### src/rtl/dm_arbiter.sv
// dm_arbiter: two-master arbiter/sequencer in front of the single-port DM.
// Define DM_ARB_RR_EN for round-robin tie-break; default is fixed m0 priority.
module dm_arbiter #(
  parameter logic [31:0] ADDR_LIMIT = 32'h0000_4000
) (
  input  logic        clk,
  input  logic        reset,
  input  logic        m0_req,
  input  logic        m1_req,
  input  logic        m0_we,
  input  logic        m1_we,
  input  logic [31:0] m0_addr,
  input  logic [31:0] m1_addr,
  input  logic [31:0] m0_wd,
  input  logic [31:0] m1_wd,
  input  logic [31:0] m0_pc,
  input  logic [31:0] m1_pc,
  output logic        m0_ack,
  output logic        m1_ack,
  output logic        m0_err,
  output logic        m1_err,
  output logic [31:0] m0_rd,
  output logic [31:0] m1_rd,
  output logic        dm_we,
  output logic [31:0] dm_a,
  output logic [31:0] dm_wd,
  output logic [31:0] dm_pc,
  input  logic [31:0] dm_rd
);

`ifdef DM_ARB_RR_EN
  localparam logic RR_EN = 1'b1;
`else
  localparam logic RR_EN = 1'b0;
`endif

  typedef enum logic {IDLE, ACCESS} state_e;

  state_e      state_q;
  logic        sel_q, we_q, err_q, last_q;
  logic [31:0] a_q, wd_q, pc_q;

  logic        any_req;
  logic        sel_d, we_d, err_d;
  logic [31:0] a_d, wd_d, pc_d;

  // Pick the winner and mux its request fields; ties go to m0 unless
  // round-robin is enabled, then to the master not granted last.
  always_comb begin
    any_req = m0_req | m1_req;
    sel_d   = m1_req & (~m0_req | (RR_EN & ~last_q));
    we_d    = sel_d ? m1_we   : m0_we;
    a_d     = sel_d ? m1_addr : m0_addr;
    wd_d    = sel_d ? m1_wd   : m0_wd;
    pc_d    = sel_d ? m1_pc   : m0_pc;
    err_d   = (a_d[1:0] != 2'b00) | (a_d >= ADDR_LIMIT);
  end

  // Two-state sequencer: latch a request in IDLE, spend one cycle in ACCESS.
  always_ff @(posedge clk) begin
    if (reset) begin
      state_q <= IDLE;
      sel_q   <= 1'b0;
      we_q    <= 1'b0;
      err_q   <= 1'b0;
      last_q  <= 1'b1;
      a_q     <= '0;
      wd_q    <= '0;
      pc_q    <= '0;
    end else begin
      unique case (state_q)
        IDLE: begin
          if (any_req) begin
            state_q <= ACCESS;
            sel_q   <= sel_d;
            we_q    <= we_d;
            err_q   <= err_d;
            last_q  <= sel_d;
            a_q     <= a_d;
            wd_q    <= wd_d;
            pc_q    <= pc_d;
          end
        end
        ACCESS: state_q <= IDLE;
      endcase
    end
  end

  // Drive DM and master responses from the latched access.
  always_comb begin
    logic acc;
    logic ok_ld;
    acc    = (state_q == ACCESS);
    ok_ld  = acc & ~we_q & ~err_q;
    dm_a   = a_q;
    dm_wd  = wd_q;
    dm_pc  = pc_q;
    dm_we  = acc & we_q & ~err_q & ~reset;
    m0_ack = acc & ~sel_q;
    m1_ack = acc & sel_q;
    m0_err = acc & ~sel_q & err_q;
    m1_err = acc & sel_q & err_q;
    m0_rd  = (ok_ld & ~sel_q) ? dm_rd : 32'h0;
    m1_rd  = (ok_ld & sel_q) ? dm_rd : 32'h0;
  end

endmodule

### config.mk
export PLATFORM = sky130hd
export DESIGN_NAME = dm_arbiter
export DESIGN_NICKNAME = d
export VERILOG_FILES = /design/src/rtl/dm_arbiter.sv
export SDC_FILE = /design/constraint.sdc
export NUM_CORES = 1
export LEC_CHECK = 0
export ABC_CLOCK_PERIOD_IN_PS = 1940
export CAP_MARGIN = 10
export CELL_PAD_IN_SITES_DETAIL_PLACEMENT = 1
export CELL_PAD_IN_SITES_GLOBAL_PLACEMENT = 2
export CORE_UTILIZATION = 16
export CTS_BUF_LIST = sky130_fd_sc_hd__clkbuf_4
export CTS_CLUSTER_DIAMETER = 120
export DETAILED_ROUTE_END_ITERATION = 10
export PLACE_DENSITY = 0.77
export SYNTH_ARGS = -nofsm -noshare
export SYNTH_HDL_FRONTEND = slang
export SYNTH_SLANG_ARGS = --single-unit
### constraint.sdc
create_clock -name clk -period 1.94 [get_ports clk]
set_clock_uncertainty 0.2 [all_clocks]
set_input_delay 0.291 -clock clk [delete_from_list [all_inputs] [get_ports clk]]
set_output_delay 0.291 -clock clk [all_outputs]
set_load 0.03 [all_outputs]
==> flow_summary.json <==
{
  "outcome": "finished with violations",
  "violations": "setup timing",
  "worst_pin_slew_ns": 0.685,
  "tns_ns": -20.32,
  "drc": 0,
  "avgRoutedWirePerCell_um": 17.9,
  "syn_to_final_growth_pct": 108,
  "fin_ws_ns": -0.341,
  "clk_pin_slew_ns": 0.19,
  "htreeDepth": 3,
  "ctsRootBufferMaster": "clkbuf_4",
  "first_global_vias": 6366,
  "min_path_type": "in -> reg",
  "gr-total-overflow": 0,
  "p_leak_uw": 0.00440,
  "slew_violations": 0,
  "post-route-period-util_pct": 118,
  "reg2regPathDepth": 6,
  "critPathArrivalTime_ns": 1.79,
  "drive_gt1_share_pct": 19.8,
  "clock_sinks": 100,
  "hold_buffers": 0,
  "antenna_found_initial": 1,
  "place_congestion": 0.770,
  "die_x_um": 177,
  "syn_avg_cell_area_sq_um": 7.61,
  "ant_nets": 0,
  "ir_worst_vdd_uv": 260,
  "die_h_um": 177,
  "slew_headroom_pct": 54.3,
  "coreArea_sq_mm": 0.0299,
  "r2r_end": "dm_wd[8]",
  "rows": 63,
  "ys_ff_latch": 100,
  "rsz0062_at_grt": "true",
  "grt_pass1_wl_um": 37100,
  "initial_core_util_pct": 16.4,
  "worstSetupStartpoint": "err_q",
  "endpoint": "m0_rd[22]",
  "end_kind": "output pin",
  "dr.pass1.iters": 4,
  "crit_type": "reg -> out",
  "clock.fmax_mhz": 438,
  "synth_fp_nets": 875,
  "grt_usage_pct": 15.5,
  "die_area_sq_mm": 0.0314,
  "syn_inst": 645,
  "insertion_delay_ns": 0.48,
  "ys_seq_area_share_pct": 40.8,
  "vias": 6207,
  "placed_cells": 1421,
  "setup_violations": 65,
  "yosysWarnings": 0,
  "total_power_uw": 5960,
  "hold_viol": 0,
  "powerDensity_mw_per_mm2": 586,
  "crit_fanout": 8,
  "cts_buffers": 9,
  "postLayoutCoreUtil_pct": 34.1,
  "cts_tree": "built",
  "fin_cells": 1444,
  "drtIter0Drc": 196,
  "synth_cell_types": 27,
  "vias_per_cell": 4.30,
  "placed_cell_area_sq_mm": 0.00966,
  "timing.rr.start": "state_q",
  "fin_crit_ns": 2.28,
  "io_buffers": 394,
  "hpwl_um": 19400,
  "start_kind": "flip-flop",
  "cp.required_ns": 1.45,
  "clk_path_buf_depth": 2,
  "synth_area_sq_mm": 0.00491,
  "routed_wl_um": 25900,
  "final_nets": 1278,
  "io_pins": 395,
  "r2r_slack_ns": 0.30,
  "grt_max_degree": 101,
  "design_area_sq_mm": 0.0102,
  "drv_cap": 0
}
through the flow:
| stage | setup slack (ns) | hold WS (ns) |
|---|---|---|
| 2_1_floorplan | 0.0983 | 0.191 |
| 3_3_place_gp | -0.270 | 0.283 |
| 3_5_place_dp | -0.323 | 0.293 |
| 4_1_cts | -0.390 | 0.0687 |
| 5_1_grt | -0.454 | 0.0871 |
| 6_report | -0.341 | 0.125 |
Yosys cell counts (all sizes together):
| cell | count | area share [%] |
|---|---|---|
| nand2 | 196 | 15 |
| nor2 | 102 | 8.0 |
| dfxtp | 100 | 41 |
| a311oi | 98 | 17 |
| and2 | 65 | 8.3 |
| buf | 42 | 5.2 |
| clkbuf | 18 | 1.5 |
| nor4 | 7 | 1.2 |
| or4 | 4 | 0.61 |
| nor3 | 2 | 0.20 |
| nor4b | 2 | 0.66 |
| a211oi | 1 | 0.15 |
| a21oi | 1 | 0.10 |
| a22o | 1 | 0.18 |
| and3 | 1 | 0.13 |
| inv | 1 | 0.076 |
| nand2b | 1 | 0.13 |
| nand3 | 1 | 0.10 |
| nor2b | 1 | 0.13 |
| o41ai | 1 | 0.18 |
area by class of cell:
cell class	count	area (sq um)
repair buffers	452	4780
multi-input cells	484	2730
diodes	1	2.50
clock inverters	7	93.8
inverters	1	6.26
well taps	390	488
flip-flops and latches	100	2010
fillers	3518	19700
clock buffers	9	67.6
state kept, by name, indices dropped and copies added, names as in the netlist:
| register | count |
|---|---|
| we_q | 1 |
| state_q | 1 |
| dm_pc | 32 |
| dm_a | 32 |
| err_q | 1 |
| dm_wd | 32 |
| sel_q | 1 |
cell usage in the layout (no fill, tap or decap), types with 4 or more instances in the layout:
cell type,count
or4_1,4
nor4_1,6
nor2_1,100
dfxtp_1,96
clkbuf_4,9
buf_12,33
buf_6,61
nand2_1,196
clkdlybuf4s50_1,228
and2_4,51
buf_4,31
and2_1,14
a311oi_1,98
dlygate4sd2_1,96
where the power goes:
part	switching, uW	internal [uW]	leakage (uW)
Combinational	1170	1080	0.00348
Clock	909	429	0.0000833
Sequential	109	2260	0.000833
kinds of logic after synthesis:
| group | share of synthesized area [%] |
|---|---|
| DFF | 40.8 |
| buffers and inverters | 6.68 |
| and+or+nand+nor | 34.4 |
| AOI/OAI and AO/OA | 18.1 |
how the worst min path moves through the flow:
stage,start,to,slack [ns],cells after the start
after floorplan,m0_req,sel_q,0.19,1
after global placement,dm_pc[22],dm_pc[22],0.28,2
after detailed placement,dm_wd[25],dm_wd[25],0.29,2
after CTS,m0_wd[3],dm_wd[3],0.07,3
after global routing,m1_wd[17],dm_wd[17],0.09,3
final,reset,state_q,0.13,3
critical path, cell delays in order, from the launching register on:
cell,delay [ns]
dfxtp_4,0.41
nor4_4,0.28
buf_6,0.19
clkbuf_16,0.16
and2_4,0.14
buf_6,0.12
layer usage:
metal	wire [um]	share of wire [%]	track usage, %	vias to the layer above
met3	2080	8.0	4.25	15
li1	-	-	-	3038
met2	13000	50	28.1	229
met4	361	1.4	3.66	0
met1	10400	40	17.7	2925
met5	0	0	0	-
timing repair:
action | 4_1_cts | 5_1_grt
gates resized for setup | 176 | 41
pin swaps | 4 | 22
buffers inserted | 1 | 1
cloned | 1 | 3
setup endpoints to repair | 164 | 67
Note: power is estimated with default switching activity, not from simulation.
